[src/rtl/scan_click_driver.sv]
// ----------------------------------------------------------------------------
// scan_click_driver
//   Initiator side of a 4-digit multiplexed 7-segment display. It scans the
//   four active-low anodes in the order an3, an2, an1, an0. Before each slot
//   it inserts a blank window. The source uses that window to present the
//   character for next_digit, and the code is decoded into seg. The block
//   also debounces a push-button into click_pulse and click_counter.
//
//   Optional build macro: SCAN_DIM_EN. It adds a 'dim' input. While dim is
//   high, the anode is lit only for the first half of each slot.
//
// Ports
//   clk, reset        : clock, synchronous active-high reset
//   click_raw         : asynchronous button level, active-high
//   char_in[5:0]      : character code for the digit about to be lit
//   dim               : (SCAN_DIM_EN only) half-duty anode drive
//   an3..an0          : anode strobes, active-low (an3 = leftmost)
//   next_digit[1:0]   : digit lit by the upcoming/current slot
//   click_counter[3:0]: message rotation position, 0..MSG_LAST
//   click_pulse       : one-cycle strobe per accepted press
//   seg[6:0]          : {a,b,c,d,e,f,g}, active-low
// ----------------------------------------------------------------------------
module scan_click_driver #(
   parameter int DIGIT_PERIOD    = 16,
   parameter int BLANK_CYCLES    = 4,
   parameter int DEBOUNCE_CYCLES = 8,
   parameter int MSG_LAST        = 14
) (
   input  logic       clk,
   input  logic       reset,
   input  logic       click_raw,
   input  logic [5:0] char_in,
`ifdef SCAN_DIM_EN
   input  logic       dim,
`endif
   output logic       an3,
   output logic       an2,
   output logic       an1,
   output logic       an0,
   output logic [1:0] next_digit,
   output logic [3:0] click_counter,
   output logic       click_pulse,
   output logic [6:0] seg
);

   localparam int CNT_MAX = (DIGIT_PERIOD > BLANK_CYCLES) ? DIGIT_PERIOD : BLANK_CYCLES;
   localparam int CW      = $clog2(CNT_MAX);
   localparam int DW      = $clog2(DEBOUNCE_CYCLES + 1);

   localparam logic [CW-1:0] BLANK_LAST = CW'(BLANK_CYCLES - 1);
   localparam logic [CW-1:0] ACT_LAST   = CW'(DIGIT_PERIOD - 1);
   localparam logic [DW-1:0] DEB_LAST   = DW'(DEBOUNCE_CYCLES - 1);
   localparam logic [3:0]    MSG_TOP    = 4'(MSG_LAST);

   typedef enum logic {BLANK, ACTIVE} state_t;

   state_t          state_q;
   logic [CW-1:0]   cnt_q;
   logic [1:0]      nd_q;
   logic [6:0]      seg_q, seg_d;
   logic [3:0]      an_q, an_d;
   logic            lit;

   logic [1:0]      sync_q;
   logic            deb_q;
   logic [DW-1:0]   dcnt_q;
   logic [3:0]      cc_q;
   logic            pulse_q;

   // ---------------------------------------------------------------- decoder
   function automatic logic [6:0] decode(input logic [5:0] c);
      logic [6:0] s;
      case (c)
         6'd0:  s = 7'b0000001;
         6'd1:  s = 7'b1001111;
         6'd2:  s = 7'b0010010;
         6'd3:  s = 7'b0000110;
         6'd4:  s = 7'b1001100;
         6'd5:  s = 7'b0100100;
         6'd6:  s = 7'b0100000;
         6'd7:  s = 7'b0001111;
         6'd8:  s = 7'b0000000;
         6'd9:  s = 7'b0000100;
         6'd10: s = 7'b0001000; // A
         6'd15: s = 7'b0111000; // F
         6'd16: s = 7'b0100000; // G
         6'd23: s = 7'b1101010; // N
         6'd25: s = 7'b0011000; // P
         6'd27: s = 7'b1111010; // R
         6'd28: s = 7'b0100100; // S
         6'd29: s = 7'b1110000; // T
         default: s = 7'h7F;    // space and undefined codes
      endcase
      return s;
   endfunction

   assign seg_d = decode(char_in);

`ifdef SCAN_DIM_EN
   assign lit = !dim || (cnt_q < CW'(DIGIT_PERIOD / 2));
`else
   assign lit = 1'b1;
`endif

   // The anodes are registered from the current state. They therefore lag
   // the state by one cycle. As a result, an anode falls one cycle after seg
   // is loaded, and it stays low for exactly DIGIT_PERIOD cycles.
   always_comb begin
      an_d = 4'hF;
      if (state_q == ACTIVE && lit) an_d[nd_q] = 1'b0;
   end

   // ------------------------------------------------------------- scan FSM
   always_ff @(posedge clk) begin
      if (reset) begin
         state_q <= BLANK;
         cnt_q   <= '0;
         nd_q    <= 2'd3;
         seg_q   <= 7'h7F;
         an_q    <= 4'hF;
      end else begin
         an_q <= an_d;
         case (state_q)
            BLANK: begin
               if (cnt_q == BLANK_LAST) begin
                  seg_q   <= seg_d;
                  cnt_q   <= '0;
                  state_q <= ACTIVE;
               end else begin
                  cnt_q <= cnt_q + 1'b1;
               end
            end
            ACTIVE: begin
               if (cnt_q == ACT_LAST) begin
                  nd_q    <= nd_q - 2'd1; // 3->2->1->0->3
                  cnt_q   <= '0;
                  state_q <= BLANK;
               end else begin
                  cnt_q <= cnt_q + 1'b1;
               end
            end
            default: state_q <= BLANK;
         endcase
      end
   end

   // ----------------------------------------------------------- button path
   always_ff @(posedge clk) begin
      if (reset) begin
         sync_q  <= 2'b00;
         deb_q   <= 1'b0;
         dcnt_q  <= '0;
         cc_q    <= 4'd0;
         pulse_q <= 1'b0;
      end else begin
         sync_q  <= {sync_q[0], click_raw};
         pulse_q <= 1'b0;
         if (sync_q[1] == deb_q) begin
            dcnt_q <= '0;
         end else if (dcnt_q == DEB_LAST) begin
            // The level has differed for DEBOUNCE_CYCLES cycles, so accept it.
            dcnt_q <= '0;
            deb_q  <= sync_q[1];
            if (sync_q[1]) begin
               pulse_q <= 1'b1;
               cc_q    <= (cc_q == MSG_TOP) ? 4'd0 : cc_q + 4'd1;
            end
         end else begin
            dcnt_q <= dcnt_q + 1'b1;
         end
      end
   end

   assign {an3, an2, an1, an0} = an_q;
   assign next_digit    = nd_q;
   assign seg           = seg_q;
   assign click_counter = cc_q;
   assign click_pulse   = pulse_q;

endmodule

[config.mk]
export PLATFORM = sky130hd
export DESIGN_NAME = scan_click_driver
export DESIGN_NICKNAME = d
export VERILOG_FILES = /design/src/rtl/scan_click_driver.sv
export SDC_FILE = /design/constraint.sdc
export NUM_CORES = 1
export LEC_CHECK = 0
export BUFFER_PORTS_ARGS = -buffer_cell sky130_fd_sc_hd__buf_2
export CAP_MARGIN = 30
export CORE_AREA = 4 4 59 61
export DETAILED_ROUTE_END_ITERATION = 8
export DIE_AREA = 0 0 63 65
export HOLD_SLACK_MARGIN = 0.12
export PLACE_DENSITY = 0.87
export SLEW_MARGIN = 20
export SYNTH_ARGS = -nofsm -noshare
export SYNTH_HDL_FRONTEND = slang
export SYNTH_SLANG_ARGS = --single-unit
[constraint.sdc]
create_clock -name clk -period 3 [get_ports clk]
set_input_delay 0.15 -clock clk [delete_from_list [all_inputs] [get_ports clk]]
set_output_delay 0.15 -clock clk [all_outputs]
set_load 0.02 [all_outputs]
After elaboration in Yosys (flattened, before gate mapping)
Memories as Yosys holds them, arrays and structs flattened.
Index checks and enable logic that the tools add are counted.

word-level totals
  input bits = 9
  output and inout bits = 18
  register bits = 30
  memories kept = 1
  memory bits (read-only) = 224

operators by class
  magnitude comparators = 2
  eq/ne operators = 5
  bitwise gates (word level) = 4
  $add $sub $neg = 4
  muxes and demuxes = 11
  reductions and logical operators = 8

memory list
  memory           words  width  read ports  clocked after memory_dff  write ports  RTL line  RTL
  (no name shown)  32     7      1           0                         0            73        case (c)

operators by type and width
  operator                                                                              number
  4-bit by 1-bit adder with 4-bit output (second input constant)                        3
  4-bit two-way mux                                                                     3
  4-bit equality test (second input constant)                                           2
  4-bit case mux with 2 select lines                                                    1
  7-bit two-way mux                                                                     1
  2-bit AND reduction                                                                   3
  3-bit OR reduction                                                                    2
  4-bit by 2-bit equality test with 1-bit output (second input constant)                1
  4-bit by 3-bit equality test with 1-bit output (second input constant)                1
  1-bit two-way mux                                                                     4
  4-bit inverter                                                                        1
  2-bit by 3-bit less-than comparator with 1-bit output (second input constant)         1
  1-bit inverter                                                                        3
  3-bit AND reduction                                                                   1
  1-bit demux with 2-bit select                                                         1
  2-bit by 1-bit greater-or-equal comparator with 1-bit output (second input constant)  1
  1-bit case mux with 2 select lines                                                    1
  2-bit OR reduction                                                                    1
  2-bit by 1-bit subtractor with 2-bit output (second input constant)                   1
  1-bit equality test                                                                   1
  1-bit logical AND                                                                     1

Depth between registers and ports, before layout
  word-level depth = 5
  mapped depth = 7
  gate-level depth less buffers = 6

Least setup slack after synthesis
OpenSTA, ideal clock, no wires.

  path type = register to register
  start point = register cnt_q[0]
  end point = register seg_q[6] (netlist: seg[6])
  buffers on the path = 1
  cell stages (with the launch flop) = 7
  setup slack = 1445 ps
  arrival = 1427 ps
  cells stage by stage = dfxtp_1 > ha_1 > clkbuf_2 > nor4b_4 > nand2_2 > a2111oi_0 > nor2_1

between the ends
  word-level cells in the longest chain between the ends = 2

RTL lines
  what                                            RTL line  RTL
  from (decl)                                     58        logic [CW-1:0] cnt_q;
  from (signal assigned)                          130       cnt_q <= cnt_q + 1'b1;
  from (signal assigned)                          139       cnt_q <= cnt_q + 1'b1;
  4-bit by 2-bit equality test with 1-bit output  125       if (cnt_q == BLANK_LAST) begin
  2-bit AND reduction (no source line)            --
  to (signal assigned)                            126       seg_q <= seg_d;
  to (decl)                                       60        logic [6:0] seg_q, seg_d;

Every way passes these cells.
A chain may end at the register's enable or synchronous reset.

Worst setup path after layout
Same ends and word-level chain as after synthesis.

==> metrics <==
Synth Warn # 0; Place WS 1.21 ns; Netlist Area Pre-Place 1610 µm²; crit path cell chain ha_1 -> nor4b_4 -> nand2_2 -> a2111oi_0 -> nor2_1; Via Count 1,298; dpl cells 229; grt ovf 0; fin cells 238; Detailed Routing Iterations Pass 1 4; final hold violation count 0; final setup TNS 0 ns; post-DR wirelength/cell 12.2 µm; Yosys reg bits 30; CTS clk-pin slew, worst paths 0.09 ns; Max Cap Violations 0; Vias per Instance 5.45; routed wire length 2890 µm; most common cell in the netlist dfxtp_1; PwrDens 428 nW/µm²; worst vdd ir 0.292 mV; Post-synth EDFFs 0; area grow syn2layout 11.6%; largest net degree at the start of global routing 23; Critical Path Start Type register; Worst Path Max Fanout 7; Worst Path Required 3.19 ns; clock root buffer master clkbuf_4; CTS tree built; share of cells above drive strength 1 19.0%; total power 0.770 mW; outcome finished clean; die height 65 µm; GPL Wtd Cong 0.757; top cells by area, synth dfxtp_1 37%, ha_1 11%, nor2_1 5.6%, a21oi_1 4.3%, inv_1 2.8%; endpoint class of the critical path register; Leak 0.733 nW; initial cell density of the core 54.2%; Clock Tree Buf Depth 2; Cell variety after synth 45; Die X 63 µm; Tcrit/Tclk final 59.8%; NumNets Final 227; initial antenna violation count 0; final design utilization 60.4%; global-route wire length before repair 5060 µm; syn_area_per_cell 8.91 µm²; io pins 27; DR iter-0 viols 41; Synth Instances 181; Worst-Margin Slew 0.430 ns; n_diodes 0; f_max 557 MHz; GRT Overall Usage 15.6%; most common flop cell mapped by yosys dfxtp_1; syn_nets 204; count of pins over their slew limit 0; Post-CTS Setup Bufs 0; worst setup margin 1.20 ns; Slew headroom 70.6%; H-tree levels 2; share of the synthesized area in the top cell type 37.2%; PostCTS Resize Cnt 0; HP Class primary input to register; area of the die 4100 µm²; most frequent cells after synthesis 30 x dfxtp_1, 24 x nor2_1, 14 x a21oi_1, 14 x ha_1, 12 x inv_1; total CTS buffers 5; IO buf count 26; ANT nets after route 0; clock sink count 30; critical path's slowest cell a2111oi_0; Cell Rows 20; Detail Placement HPWL 2140 µm; Tmin final 1.80 ns; RSZ-0062 raised after global routing no; largest area contributor in the netlist dfxtp_1; asr flop ratio synth 0%; Residual DRC 0; crit-path max cell delay 0.42 ns; post-synthesis sequential area ratio 37.2%; vias in the first global route 1,204; Arr. time, crit path 1.99 ns; Worst Skew 0.0119 ns; WS Path Type register to register; latest clock arrival within the worst-skew pair 0.32 ns; core area 2980 µm²; endpoints failing setup 0
## worst max-delay path: cells and delay by family (launching register included)
kind,cells,cell delay [ns]
AO/OA/AOI/OAI,1,0.42
adder cells (fa/ha/maj),1,0.32
AND/OR/NAND/NOR,3,0.54
flip-flops,1,0.39
## sequential cells by signal, indices dropped and copies added (netlist names)
name / cells
seg: 7
an_q: 4
click_counter: 4
cnt_q: 4
dcnt_q: 4
next_digit: 2
sync_q: 2
click_pulse: 1
deb_q: 1
state_q: 1
## path summary, 6_finish.rpt
path	from	to	slack, ns	cells after the start
min	reset	cnt_q[3]$_SDFF_PP0_	0.20	2
min reg2reg	sync_q[0]$_SDFF_PP0_	sync_q[1]$_SDFF_PP0_	0.42	1
max	cnt_q[0]$_SDFF_PP0_	seg[6]$_SDFFE_PP1P_	1.20	5
max reg2reg	cnt_q[0]$_SDFF_PP0_	seg[6]$_SDFFE_PP1P_	1.20	5
## routing by layer
metal  track usage, %  part of all wire [%]  vias to the layer above
met5                0                     0                        -
li1                 -                     -                      679
met1             17.6                    46                      593
met3             6.07                   4.4                        4
met2             26.9                    48                       22
met4             4.96                   1.1                        0
## power by group
group / leakage [nW] / total, mW / switching (mW) / internal [mW]
Sequential: 0.244 / 0.425 / 0.0147 / 0.410
Combinational: 0.454 / 0.102 / 0.0567 / 0.0451
Clock: 0.0353 / 0.243 / 0.130 / 0.113
Total: 0.733 / 0.770 / 0.201 / 0.569
## metrics by stage
stage / instance area (µm²) / hold slack [ns]
6_report: 1800 / 0.199
2_1_floorplan: 1610 / 0.278
5_1_grt: 1800 / 0.192
4_1_cts: 1800 / 0.185
3_3_place_gp: 1730 / 0.358
3_5_place_dp: 1730 / 0.391
## final cells by class
cell class              instances  area, µm²
repair buffers                 27        140
flip-flops and latches         30        601
fillers                       270       1180
clock buffers                   7       55.1
inverters                      12       45.0
multi-input cells             128        912
well taps                      33       41.3
clock inverters                 1       5.00
## placed cells by master, fill, tap and decap left out, drive strengths merged, types with 2 or more instances in the layout
master / netlist / routed
dfxtp: 30 / 30
buf: 6 / 26
nor2: 24 / 24
a21oi: 14 / 14
ha: 14 / 14
inv: 12 / 12
nand2: 12 / 12
o21ai: 7 / 7
clkbuf: 5 / 7
nor2b: 5 / 5
a211oi: 5 / 5
xnor2: 4 / 4
nand3: 4 / 4
a2111oi: 3 / 3
nor3: 3 / 3
o32a: 3 / 3
a21boi: 2 / 2
nand2b: 2 / 2
xor2: 2 / 2
o21a: 2 / 2
mux4: 2 / 2
mux2i: 2 / 2
nor4b: 2 / 2
## cell families after synthesis
| kind of cell | count (synthesis) | share of synthesized area [%] |
|---|---|---|
| mux | 4 | 4.03 |
| xor+xnor | 6 | 3.26 |
| compound gates | 43 | 17.9 |
| fa+ha+maj | 14 | 10.9 |
| simple gates | 61 | 20.5 |
| flops | 30 | 37.2 |
| buf+inv | 23 | 6.21 |
## timing repair
| item | in CTS | in global routing |
|---|---|---|
| setup endpoints to repair | 0 | 0 |
| endpoints found under the hold margin | 1 | 0 |
| hold buffers | 1 | 0 |
Note: power is estimated with default switching activity, not from simulation.
